--- config.mk ---
export PLATFORM = sky130hd
export DESIGN_NAME = dmem_arbiter
export DESIGN_NICKNAME = d
export VERILOG_FILES = /design/src/rtl/dmem_arbiter.sv
export SDC_FILE = /design/constraint.sdc
export NUM_CORES = 1
export LEC_CHECK = 0
export ABC_AREA = 1
export ABC_CLOCK_PERIOD_IN_PS = 2400
export CAP_MARGIN = 20
export CORE_UTILIZATION = 31
export CTS_CLUSTER_SIZE = 30
export DETAILED_ROUTE_END_ITERATION = 8
export GPL_TIMING_DRIVEN = 0
export PLACE_DENSITY = 0.74
export SLEW_MARGIN = 0
export SYNTH_ARGS = -nofsm -noshare
export SYNTH_HDL_FRONTEND = slang
export SYNTH_SLANG_ARGS = --single-unit
--- constraint.sdc ---
create_clock -name clk -period 2.4 [get_ports clk]
set_clock_uncertainty 0.1 [all_clocks]
set_input_delay 0.24 -clock clk [delete_from_list [all_inputs] [get_ports clk]]
set_output_delay 0.24 -clock clk [all_outputs]
set_load 0.02 [all_outputs]
--- src/rtl/dmem_arbiter.sv ---
// Two-port data memory arbiter: core (C) vs debug/loader (D).
// Round-robin grant, debug lock, read data returned one cycle after grant.
module dmem_arbiter #(
  parameter int ADDR_WIDTH = 8,
  parameter int DATA_WIDTH = 32
) (
  input  logic                  clk,
  input  logic                  rst,
  input  logic                  c_req,
  input  logic                  c_we,
  input  logic [ADDR_WIDTH-1:0] c_addr,
  input  logic [DATA_WIDTH-1:0] c_wdata,
  input  logic [1:0]            c_size,
  output logic                  c_gnt,
  output logic                  c_stall,
  output logic                  c_rvalid,
  output logic [DATA_WIDTH-1:0] c_rdata,
  input  logic                  d_req,
  input  logic                  d_we,
  input  logic [ADDR_WIDTH-1:0] d_addr,
  input  logic [DATA_WIDTH-1:0] d_wdata,
  input  logic [1:0]            d_size,
  input  logic                  d_lock,
  output logic                  d_gnt,
  output logic                  d_rvalid,
  output logic [DATA_WIDTH-1:0] d_rdata,
  output logic [ADDR_WIDTH-1:0] mem_addr,
  output logic [DATA_WIDTH-1:0] mem_wdata,
  output logic                  mem_we,
  output logic                  mem_re,
  output logic [1:0]            mem_size,
  input  logic [DATA_WIDTH-1:0] mem_rdata
);

  typedef enum logic {
    OWN_C = 1'b0,
    OWN_D = 1'b1
  } owner_e;

  owner_e                last_owner;
  owner_e                rsp_owner;
  logic                  rsp_valid;
  logic                  rd_gnt;
  logic [DATA_WIDTH-1:0] c_rdata_q;
  logic [DATA_WIDTH-1:0] d_rdata_q;

  // Grant decode; arms are mutually exclusive so the case stays unique.
  always_comb begin
    c_gnt = 1'b0;
    d_gnt = 1'b0;
    if (!rst) begin
      unique case (1'b1)
        d_lock: begin
          d_gnt = d_req;
        end
        !d_lock && c_req && d_req: begin
          if (last_owner == OWN_D) begin
            c_gnt = 1'b1;
          end else begin
            d_gnt = 1'b1;
          end
        end
        !d_lock && c_req && !d_req: begin
          c_gnt = 1'b1;
        end
        !d_lock && !c_req && d_req: begin
          d_gnt = 1'b1;
        end
        default: begin
        end
      endcase
    end
  end

  assign c_stall = c_req & ~c_gnt;

  // Memory port mux; C's fields sit on the bus whenever D is not granted.
  always_comb begin
    mem_addr  = c_addr;
    mem_wdata = c_wdata;
    mem_size  = c_size;
    mem_we    = c_gnt & c_we;
    mem_re    = c_gnt & ~c_we;
    if (d_gnt) begin
      mem_addr  = d_addr;
      mem_wdata = d_wdata;
      mem_size  = d_size;
      mem_we    = d_we;
      mem_re    = ~d_we;
    end
  end

  assign rd_gnt = (c_gnt & ~c_we) | (d_gnt & ~d_we);

  // Round-robin history and read-response tracking.
  always_ff @(posedge clk or posedge rst) begin
    if (rst) begin
      last_owner <= OWN_D;
      rsp_valid  <= 1'b0;
      rsp_owner  <= OWN_C;
    end else begin
      if (c_gnt) begin
        last_owner <= OWN_C;
      end else if (d_gnt) begin
        last_owner <= OWN_D;
      end
      rsp_valid <= rd_gnt;
      if (rd_gnt) begin
        if (d_gnt) begin
          rsp_owner <= OWN_D;
        end else begin
          rsp_owner <= OWN_C;
        end
      end
    end
  end

  assign c_rvalid = rsp_valid & (rsp_owner == OWN_C);
  assign d_rvalid = rsp_valid & (rsp_owner == OWN_D);

  // Capture returned data so each port keeps its last read value.
  always_ff @(posedge clk or posedge rst) begin
    if (rst) begin
      c_rdata_q <= '0;
      d_rdata_q <= '0;
    end else begin
      if (c_rvalid) begin
        c_rdata_q <= mem_rdata;
      end
      if (d_rvalid) begin
        d_rdata_q <= mem_rdata;
      end
    end
  end

  // Memory data arrives in the rvalid cycle, so pass it straight through
  // then and show the captured copy otherwise.
  assign c_rdata = c_rvalid ? mem_rdata : c_rdata_q;
  assign d_rdata = d_rvalid ? mem_rdata : d_rdata_q;

endmodule

# Word-level counts from Yosys, hierarchy flattened
# Index checks and enable logic that the tools add are counted.
[word_totals] register_bits=67 in_bits=123
[classes] mux=16 n_bitwise=11 n_reduce_logical=9
[ops] operator="two-way mux 32 bit" n=3
[ops] operator="two-way mux 1 bit" n=9
[ops] operator="two-way mux 8 bit" n=1
[ops] operator="bitwise AND 1 bit" n=6
[ops] operator="logical AND 1 bit" n=5
[ops] operator="NOT 1 bit" n=4
[ops] operator="logical NOT 1 bit" n=3
[ops] operator="one-hot mux 1 bit (3 select lines)" n=1
[ops] operator="two-way mux 2 bit" n=1
[ops] operator="one-hot mux 1 bit (2 select lines)" n=1
[ops] operator="nonzero test 2 bit" n=1
[ops] operator="bitwise OR 1 bit" n=1

# Longest topological paths before layout
[depth] word_depth=7 ltp_mapped=7

# Least setup slack after synthesis
# Ideal clock, no wire load.
[synth_timing] path_kind="input to output" from="input port rst" to="output port mem_re" arrival_time_ps=2525 t_required_ps=2060 slack_ps=-465 path_stages=3 path_cell_list="inv_1 -> nand3_1 -> o21ai_0"
[synth_via] elab_chain_cells=3 word_cells_on_any_way=4 cone_classes="mux (3); bitwise (1)"
[synth_lines] element="start, declared" line_no="8" rtl="input logic rst,"
[synth_lines] element="two-way mux 1 bit" line_no="51" rtl="if (!rst) begin"
[synth_lines] element="bitwise AND 1 bit" line_no="83" rtl="mem_re = c_gnt & ~c_we;"
[synth_lines] element="two-way mux 1 bit (*)" line_no="84" rtl="if (d_gnt) begin"
[synth_lines] element="end, declared" line_no="30" rtl="output logic mem_re,"
# Every way passes the cells marked *; elsewhere a longest branch is shown, timed or not.

# Worst setup path in the final report
[layout_timing] from="register last_owner" to="output port mem_addr[2]"
[layout_via] elab_chain_cells=4
[layout_lines] element="start, declared" line_no="40" rtl="owner_e last_owner;"
[layout_lines] element="start signal, assigned" line_no="98" rtl="last_owner <= OWN_D;"
[layout_lines] element="start signal, assigned" line_no="103" rtl="last_owner <= OWN_C;"
[layout_lines] element="start signal, assigned" line_no="105" rtl="last_owner <= OWN_D;"
[layout_lines] element="two-way mux 1 bit" line_no="57" rtl="if (last_owner == OWN_D) begin"
[layout_lines] element="one-hot mux 1 bit (3 select lines)" line_no="52" rtl="unique case (1'b1)"
[layout_lines] element="two-way mux 1 bit" line_no="51"
[layout_lines] element="two-way mux 8 bit" line_no="84"
[layout_lines] element="end, declared" line_no="27" rtl="output logic [ADDR_WIDTH-1:0] mem_addr,"
# Every way passes these cells.

==> results.json <==
{
  "cp.required_ns": 2.06,
  "tns_ns": 0,
  "p_comb_share_pct": 45.7,
  "slowest_stage": "dfstp_2",
  "grt.overflow.total": 0,
  "cts.clk_slew.worst_paths_ns": 0.07,
  "maxCapViolCount": 0,
  "grt_util_all_layers_pct": 22.5,
  "startpoint_type": "flip-flop",
  "synth_area_um2": 3120,
  "reg2reg_depth": 5,
  "seqPwrFrac_pct": 34.1,
  "die_y_um": 102,
  "grt_pass1_wl_mm": 17.4,
  "yosysSeqAreaShare_pct": 53.7,
  "finalCritPeriodShare_pct": 95.3,
  "yosys.area.top_type": "dfrtp_1",
  "yosysWarnings": 0,
  "final-hold-violation-count": 0,
  "clk_latency_ns": 0.32,
  "status": "finished clean",
  "drive_gt1_share_pct": 6.84,
  "drtIter0Drc": 66,
  "worstPathCellList": "nand3_2 -> nand2_4 -> buf_2 -> nand2_1 -> nand2_1 -> dlygate4sd2_1",
  "area_growth_syn_to_layout_pct": 87.6,
  "die_w_um": 102,
  "diodes": 0,
  "vias": 3524,
  "first_pass_iters": 4,
  "synth.distinct_cells": 18,
  "finalPower_mw": 4.84,
  "p_int_mw": 3.01,
  "setup_viol": 0,
  "synthesis.nets": 527,
  "worst_hold_slack_ns": 0.141,
  "cts_root_buf": "clkbuf_8",
  "switching_share_pct": 37.8,
  "peakVddDrop_uv": 297,
  "clk_path_buf_depth": 2,
  "hold_class": "in2async",
  "fin_crit_ns": 2.29,
  "final_core_util_pct": 59.9,
  "reg2reg_slack_ns": 1.00,
  "final_nets": 776,
  "synth_top_area_share_pct": 52.9,
  "synth_top_cells_by_area": "dfrtp_1, nand2_1, o21ai_0",
  "grt_pass1_vias": 3449,
  "power_frac_clock_pct": 20.2,
  "post_drt_wl_per_cell_um": 15.2,
  "cts_tree": "yes",
  "rsz0062_at_grt": "no",
  "dpl-instance-area_um2": 5670,
  "slew-limit-headroom_pct": 51.3,
  "p_per_area_nw_per_um2": 826,
  "io_pins": 236,
  "critical_path_class": "reg2out",
  "wirelength_mm": 12.0,
  "slew_viol_final": 0,
  "dp_hpwl_mm": 9.71,
  "grt_max_degree": 40,
  "cp_common_cell": "nand2_1",
  "drc": 0,
  "endpoint_kind": "output pin",
  "port_buffers": 235,
  "fmax_mhz": 437,
  "start_util_pct": 31.9,
  "crit_arrival_ns": 1.95,
  "tightest_slew_ns": 0.726,
  "netlist_instances": 404,
  "leakagePower_nw": 3.26,
  "numCtsBuffers": 9,
  "critPathMaxStageDelay_ns": 0.54,
  "gp_congestion": 0.803,
  "syn_area_per_cell_um2": 7.73,
  "power_switching_mw": 1.83,
  "critPathMaxFanout": 10,
  "ant_nets": 0,
  "dieArea_um2": 10500,
  "synth-seq-cells": 67,
  "coreArea_um2": 9770,
  "hold_buffers": 0,
  "antenna_found_initial": 0,
  "via_per_inst": 4.46,
  "final_area_um2": 5860,
  "clock-sinks": 67,
  "rows": 36,
  "htreeDepth": 3
}
per-stage QoR:
stage	std cells	worst slack (ns)
after floorplan	404	0.0779
after global placement	772	-1.31
after detailed placement	773	-0.733
after CTS	791	0.00219
after global routing	791	0.00694
final	791	0.113
layout by cell type (no fill, tap or decap):
cell / netlist / layout
a21oi_1: 1 / 1
buf_12: 0 / 1
buf_2: 8 / 6
buf_4: 3 / 6
buf_6: 4 / 4
buf_8: 1 / 1
bufinv_16: 0 / 1
clkbuf_1: 4 / 3
clkbuf_2: 2 / 4
clkbuf_8: 0 / 12
clkdlybuf4s50_1: 0 / 128
clkinvlp_2: 0 / 1
clkinvlp_4: 0 / 3
dfrtp_1: 66 / 66
dfstp_2: 1 / 1
dlygate4sd2_1: 0 / 84
dlymetal6s2s_1: 0 / 23
inv_1: 42 / 41
inv_6: 1 / 1
nand2_1: 196 / 196
nand2_4: 1 / 1
nand3_1: 2 / 1
nand3_2: 1 / 2
nor2_1: 3 / 3
nor2_4: 1 / 1
o21ai_0: 67 / 62
o21ai_1: 0 / 5
power groups by stage:
stage,registers [mW],clock network [mW],logic [mW]
after floorplan,1.64,0,1.18
after global placement,1.65,0,2.46
after detailed placement,1.67,0,2.50
after CTS,1.65,0.999,2.26
after global routing,1.69,1.05,2.40
final,1.65,0.978,2.21
worst max-delay path: cells and delay by family, from the launching register on:
kind,cells,cell delay (ns)
buffers and inverters,2,0.65
and+or+nand+nor,4,0.42
DFF,1,0.54
Yosys cell counts:
| library cell | n |
|---|---|
| nor2_1 | 3 |
| buf_2 | 8 |
| buf_4 | 3 |
| dfrtp_1 | 66 |
| buf_8 | 1 |
| nand2_4 | 1 |
| a21oi_1 | 1 |
| clkbuf_1 | 4 |
| nand3_2 | 1 |
| o21ai_0 | 67 |
| inv_6 | 1 |
| nand2_1 | 196 |
| clkbuf_2 | 2 |
| dfstp_2 | 1 |
| nand3_1 | 2 |
| nor2_4 | 1 |
| buf_6 | 4 |
| inv_1 | 42 |
cell families after synthesis:
logic type | count (synthesis) | synth area share [%]
buffers and inverters | 65 | 10.1
AO/OA/AOI/OAI | 68 | 10.9
AND/OR/NAND/NOR | 204 | 25.3
flip-flops | 67 | 53.7
flip-flops by register name, indices dropped and copies added (netlist names):
signal      cells
c_rdata_q      32
d_rdata_q      32
last_owner      1
rsp_owner       1
rsp_valid       1
path summary, 6_finish.rpt:
| kind | from | end |
|---|---|---|
| min in group clk | d_rdata_q[14] | d_rdata_q[14] |
| worst min-delay path | rst | d_rdata_q[22] |
| worst max register to register | rsp_owner | d_rdata_q[23] |
| worst min register to register | d_rdata_q[14] | d_rdata_q[14] |
| max in group asynchronous | rst | c_rdata_q[9] |
| worst max-delay path | last_owner | mem_addr[2] |
repair_timing:
action,4_1_cts,5_1_grt
buffers inserted,1,0
endpoints found under the setup margin,94,23
gates cloned,1,0
gates resized for setup,89,27
per-layer routing:
metal,global-route usage [%],vias to the layer above,wire length (um)
li1,-,1732,-
met1,24.0,1642,4550
met2,42.1,139,6360
met3,7.46,11,944
met4,6.59,0,174
met5,0,-,0
area by class of cell:
type	instances	area, um^2
Fill cell	920	3920
Timing Repair Buffer	237	2330
Sequential cell	67	1680
Multi-Input combinational cell	272	1130
Inverter	43	170
Clock buffer	13	169
Tap cell	133	166
Buffer	22	155
Clock inverter	3	45.0
Timing Repair inverter	1	5.00
Note: power is estimated with default switching activity, not from simulation.
==> RTL change 1 (same settings) <==
`DATA_WIDTH`: 32 -> 16.
--- a/src/rtl/dmem_arbiter.sv
+++ b/src/rtl/dmem_arbiter.sv
@@ -2,7 +2,7 @@
 // Round-robin grant, debug lock, read data returned one cycle after grant.
 module dmem_arbiter #(
   parameter int ADDR_WIDTH = 8,
-  parameter int DATA_WIDTH = 32
+  parameter int DATA_WIDTH = 16
 ) (
   input  logic                  clk,
   input  logic                  rst,
Ports: changed (6 resized); port bits go from 236 to 140. The function was not compared with the original's and may differ.
==> RTL change 1 against the original RTL <==
Count of clock-buffer cells in the layout decreased by 6; sequential power decreased by 48%; synthesized cell count decreased by 43%; first-iteration DRC count increased by 7.6%; area after synthesis decreased by 45%; routed wire length decreased by 53%; setup slack got worse by 110 ps; total power decreased by 48%; sequential cell count decreased by 32; critical path depth decreased by 2; final area decreased by 42%; critical endpoint is now d_rdata[9]; largest cell class unchanged.
==> RTL change 1: results (changes against the original RTL) <==
Status: finished clean (unchanged). The top metal layer carrying routed signals is met4 (unchanged). The maximum number of pins on one net before global-route repair came out at 26 (was 40).

The x dimension of the die came out at 76.4 um (was 102 um). The fraction of the mapped netlist area in compound gates came out at 0.105 (was 0.109). The depth of the CTS H-tree came out at 2 (was 3).

The net count after synthesis came out at 307 (was 527). The register clock-pin slew on the reported worst setup and hold paths is 70 ps (about the same). The overall routing resource usage came out at 0.191 (was 0.225). The number of I/O port buffers is 139 (was 235). The overall routed net length came out at 5710 um (was 12000 um). The number of buffers created by CTS came out at 5 (was 9). The capture point of the worst reg-to-reg path is d_rdata_q[9]$_DFF_PP0_ (was d_rdata_q[23]$_DFF_PP0_). The routed length on met3 came to 389 um (was 944 um). The initial antenna violation count came out at 0 (unchanged). The peak supply drop is 0.000477 V (was 0.000297 V).

The depth of the worst register-to-register path is 3 (was 5). The leakage dissipation is 0.00192 uW (was 0.00326 uW). The count of warnings emitted by yosys came out at 0 (unchanged).

The total cell area at the placement stage came out at 3220 um^2 (was 5670 um^2). The number of flops mapped to enable cells by yosys is 0 (unchanged). The worst hold slack after final layout is 315 ps (was 141 ps). The number of DRC violations after detailed-routing iteration 0 came out at 71 (was 66).

The clock root buffer is clkbuf_8 (unchanged). The HPWL after detailed placement is 4440 um (was 9710 um). The number of fill cells is 452 (was 920). The wire length of the first global-routing pass came out at 8850 um (was 17400 um).

Largest registers: c_rdata_q (16), d_rdata_q (16) (was c_rdata_q (32), d_rdata_q (32)). Area contributors post-synth: dfrtp_1, nand2_1, o21ai_0 (unchanged). The final weighted congestion in routability-driven placement is 0.780 (was 0.803). The slew at the pin closest to its max-slew limit came to 439 ps (was 726 ps).

The clock latency of the later-clocked register in the worst-skew pair was 280 ps (was 320 ps). The share of post-route cells with drive strength above 1 is 0.0630 (was 0.0684). The number of unique standard cell types used by synthesis is 18 (unchanged).

The adder and majority gate portion of the synthesized area is 0 (unchanged). The final layout net count came out at 455 (was 776). The class of the worst hold path is input pin to async pin (unchanged). The total routed wire length on the met1 layer is 2400 um (was 4550 um). The area added between synthesis and finish is 96.4% (was 87.6%). The via count normalized by instance count is 4.35 (was 4.46). Most frequent cells after synthesis: nand2_1, o21ai_0, dfrtp_1 (unchanged). The share of synthesized area occupied by flip-flops and latches is 0.511 (was 0.537).

The worst-path maximum fanout is 10 (unchanged). The via count of the first global-routing pass is 1963 (was 3449). The total met2 wirelength after detailed routing came out at 2810 um (was 6360 um).
==> RTL change 1: changes by cell type after synthesis, sizes merged <==
cell | before | now
nand2 | 197 | 117
dfrtp | 66 | 34
o21ai | 67 | 35
inv | 43 | 27
buf | 16 | 8
clkbuf | 6 | 2
==> RTL change 1: cell type report <==
| class | count | share of cell area |
|---|---|---|
| timing repair buffer | 141 | 0.440 |
| sequential | 35 | 0.260 |
| multi-input combinational | 160 | 0.199 |
| inverter | 27 | 0.0327 |
| tap | 70 | 0.0260 |
| clock buffer | 7 | 0.0226 |
| buffer | 10 | 0.0189 |
| clock inverter | 1 | 0.00148 |
==> RTL change 1: worst max-delay path, cell delays in order (launching register included) <==
cell and delay [ps]:
dfrtp_1 340, nand2_1 140, buf_1 270, o21ai_0 330, clkdlybuf4s50_1 690
==> RTL change 1: how the worst max path moves through the flow <==
stage / start / end / slack [ps]
after floorplan: rst / mem_re / 290
after global placement: rst / mem_we / -900
after detailed placement: rst / mem_we / -250
after CTS: rsp_owner$_DFFE_PP0P_ / c_rdata[2] / 0.9
after global routing: rsp_valid$_DFF_PP0_ / d_rdata[9] / -140
final: rsp_owner$_DFFE_PP0P_ / d_rdata[9] / 4
==> RTL change 1: per-layer routing <==
layer  vias to the layer above  global-route usage
li1                       1000                   -
met1                       871               0.229
met2                        80               0.324
met3                        10              0.0623
met4                         0              0.0577
met5                         -                   0
==> RTL change 1: logic make-up after synthesis <==
kind of cell,count (synthesis)
and+or+nand+nor,124
buffers and inverters,37
AOI/OAI and AO/OA,36
DFF,35
==> RTL change 1: through the flow <==
stage               setup WS [ps]  std cells
floorplan                     289        232
global placement             -897        441
detailed placement           -246        442
CTS                         0.856        451
global route                 -141        451
finish                       3.67        451
==> RTL change 1: where the power goes <==
group	total [uW]	leakage (uW)	switching [uW]	internal, uW
logic	1270	0.00146	680	588
clock network	404	0.0000422	200	203
registers	852	0.000425	53.7	798
==> RTL change 1: what timing repair did <==
| action | CTS | global route |
|---|---|---|
| setup endpoints to repair | 15 | 35 |
| gates resized for setup | 12 | 29 |
| setup buffers | 1 | 0 |
| cloned | 0 | 0 |
==> RTL change 2 (same flow settings) <==
Without the edit above. Reset style: synchronous (`rst`), changed in 2 clocked blocks.
--- a/src/rtl/dmem_arbiter.sv
+++ b/src/rtl/dmem_arbiter.sv
@@ -93,7 +93,7 @@
   assign rd_gnt = (c_gnt & ~c_we) | (d_gnt & ~d_we);
 
   // Round-robin history and read-response tracking.
-  always_ff @(posedge clk or posedge rst) begin
+  always_ff @(posedge clk) begin
     if (rst) begin
       last_owner <= OWN_D;
       rsp_valid  <= 1'b0;
@@ -119,7 +119,7 @@
   assign d_rvalid = rsp_valid & (rsp_owner == OWN_D);
 
   // Capture returned data so each port keeps its last read value.
-  always_ff @(posedge clk or posedge rst) begin
+  always_ff @(posedge clk) begin
     if (rst) begin
       c_rdata_q <= '0;
       d_rdata_q <= '0;
Behaviour: differs if rst is asserted again (counterexample within 4 cycles, from zero or initial values and one cycle with rst high); with rst held inactive, the same outputs for 10 cycles.
==> RTL change 2 against the original RTL <==
Largest cell class unchanged; hold slack gained 270 ps; register-to-register slack gained 90 ps; critical path depth grew 1; fmax shrank 0.88%; via count grew 14%; area after synthesis grew 13%; final area grew 8.7%; die area grew 13%; synthesized cell count grew 26%; sequential cell count is the same; setup slack lost 20 ps; critical path type unchanged; routed wire length grew 6.9%.
Power is not compared: it rests on default switching activity, and its combinational part moved more than twofold at a synthesized area within 25%.
==> RTL change 2: results (changes against the original RTL) <==
The final layout net count came out at 879 (was 776). The initial antenna violation count came to 1 (was 0). The net count after synthesis came out at 633 (was 527). The via count of the first global-routing pass came out at 4084 (was 3449). The launch point of the critical path is rsp_valid$_SDFF_PP0_ (was last_owner$_DFFE_PP1P_). The routed length on met3 is 979 um (was 944 um). Largest registers: c_rdata_q (32), d_rdata_q (32) (unchanged). The worst hold slack after final layout was 414 ps (was 141 ps). The origin of the critical flop-to-flop path is rsp_owner$_SDFFE_PP0P_ (was rsp_owner$_DFFE_PP0P_). The slew at the pin closest to its max-slew limit is 525 ps (was 726 ps). Area contributors post-synth: dfxtp_1, nand2_1, o21ai_2 (was dfrtp_1, nand2_1, o21ai_0). The end point of the critical path is d_rdata[23] (was mem_addr[2]).

The HPWL after detailed placement is 10600 um (was 9710 um). The share of synthesized area occupied by flip-flops and latches is 0.379 (was 0.537). The wire length of the first global-routing pass was 19700 um (was 17400 um). The register clock-pin slew on the reported worst setup and hold paths came to 50 ps (was 70 ps).

Status: finished clean (unchanged). The number of setup buffers added after CTS came to 0 (was 1). The post-placement worst setup slack is -183 ps (was -733 ps). The count of warnings emitted by yosys came out at 0 (unchanged). The final weighted congestion in routability-driven placement came out at 0.851 (was 0.803). The number of gates given a new drive strength after cts came out at 40 (was 89).

The depth of the worst register-to-register path is 6 (was 5). The number of cells in the finished layout apart from fillers was 902 (was 791). The total cell area at the placement stage came out at 6070 um^2 (was 5670 um^2). The maximum number of pins on one net before global-route repair is 12 (was 40).

The total met2 wirelength after detailed routing is 6890 um (was 6360 um). The placed cell count came out at 885 (was 773). The number of unique standard cell types used by synthesis came out at 23 (was 18). The class of the worst hold path is flop to flop (was input pin to async pin). The number of stages on the worst hold path is 2. The maximum count of clock buffers along a single path came to 2 (unchanged). The arrival time at the worst endpoint came out at 1970 ps (was 1950 ps). The slowest stage cell on the critical path was clkdlybuf4s50_1 (was dfstp_2). The number of buffers created by CTS is 9 (unchanged).

The total routed wire length on the met1 layer came out at 4690 um (was 4550 um). The minimum clock period is 2310 ps (was 2290 ps). The top metal layer carrying routed signals is met4 (unchanged).

The share of flip-flops with an asynchronous set or reset is 0 (was 1.00). The clock root buffer is clkbuf_16 (was clkbuf_8). The overall routing resource usage came out at 0.221 (was 0.225). The number of instances in the synthesized netlist came to 510 (was 404). The setup slack of the worst register-to-register path came to 1090 ps (was 1000 ps). Most frequent cells after synthesis: nand2_1, inv_1, dfxtp_1 (was nand2_1, o21ai_0, dfrtp_1). The share of post-route cells with drive strength above 1 came to 0.143 (was 0.0684). The via count normalized by instance count came out at 4.44 (was 4.46). The mux contribution to synthesized area came out at 0 (unchanged). The fraction of the mapped netlist area in compound gates is 0.144 (was 0.109). The maximum single-stage delay on the critical path came to 610 ps (was 540 ps).

The number of iterations in the first detailed-routing pass is 6 (was 4). The capture point of the worst reg-to-reg path is c_rdata_q[0]$_SDFF_PP0_ (was d_rdata_q[23]$_DFF_PP0_). The flip-flop cell with the highest count after synthesis is dfxtp_1 (was dfrtp_1). The number of DRC violations after detailed-routing iteration 0 is 120 (was 66). The average wire per cell in the routed design is 14.3 um (was 15.2 um).
-- RTL change 2: cell types whose count changed after synthesis, sizes merged, moves of 2 or more --
cell and change:
dfxtp +67, dfrtp -66, nor2 +64, or2 +64, nand2 -60, inv +34
buf +7, o21ai -3, a31oi +2, clkbuf -2
-- RTL change 2: layout make-up --
class | instances | area, um^2
Fill cell | 1060 | 4620
Timing Repair Buffer | 235 | 2310
Multi-Input combinational cell | 339 | 1730
Sequential cell | 67 | 1340
Inverter | 77 | 294
Clock buffer | 12 | 256
Buffer | 27 | 176
Tap cell | 140 | 175
Clock inverter | 4 | 72.6
Antenna cell | 1 | 2.50
-- RTL change 2: layer usage --
| layer | vias up | global-route usage |
|---|---|---|
| met4 | 0 | 0.0975 |
| met2 | 162 | 0.430 |
| li1 | 2016 | - |
| met1 | 1810 | 0.211 |
| met3 | 21 | 0.0675 |
| met5 | - | 0 |
-- RTL change 2: tightest hold or removal path, stage by stage (launching register included) --
cell     delay [ps]
dfxtp_1         310
inv_1            70
a31oi_1          80
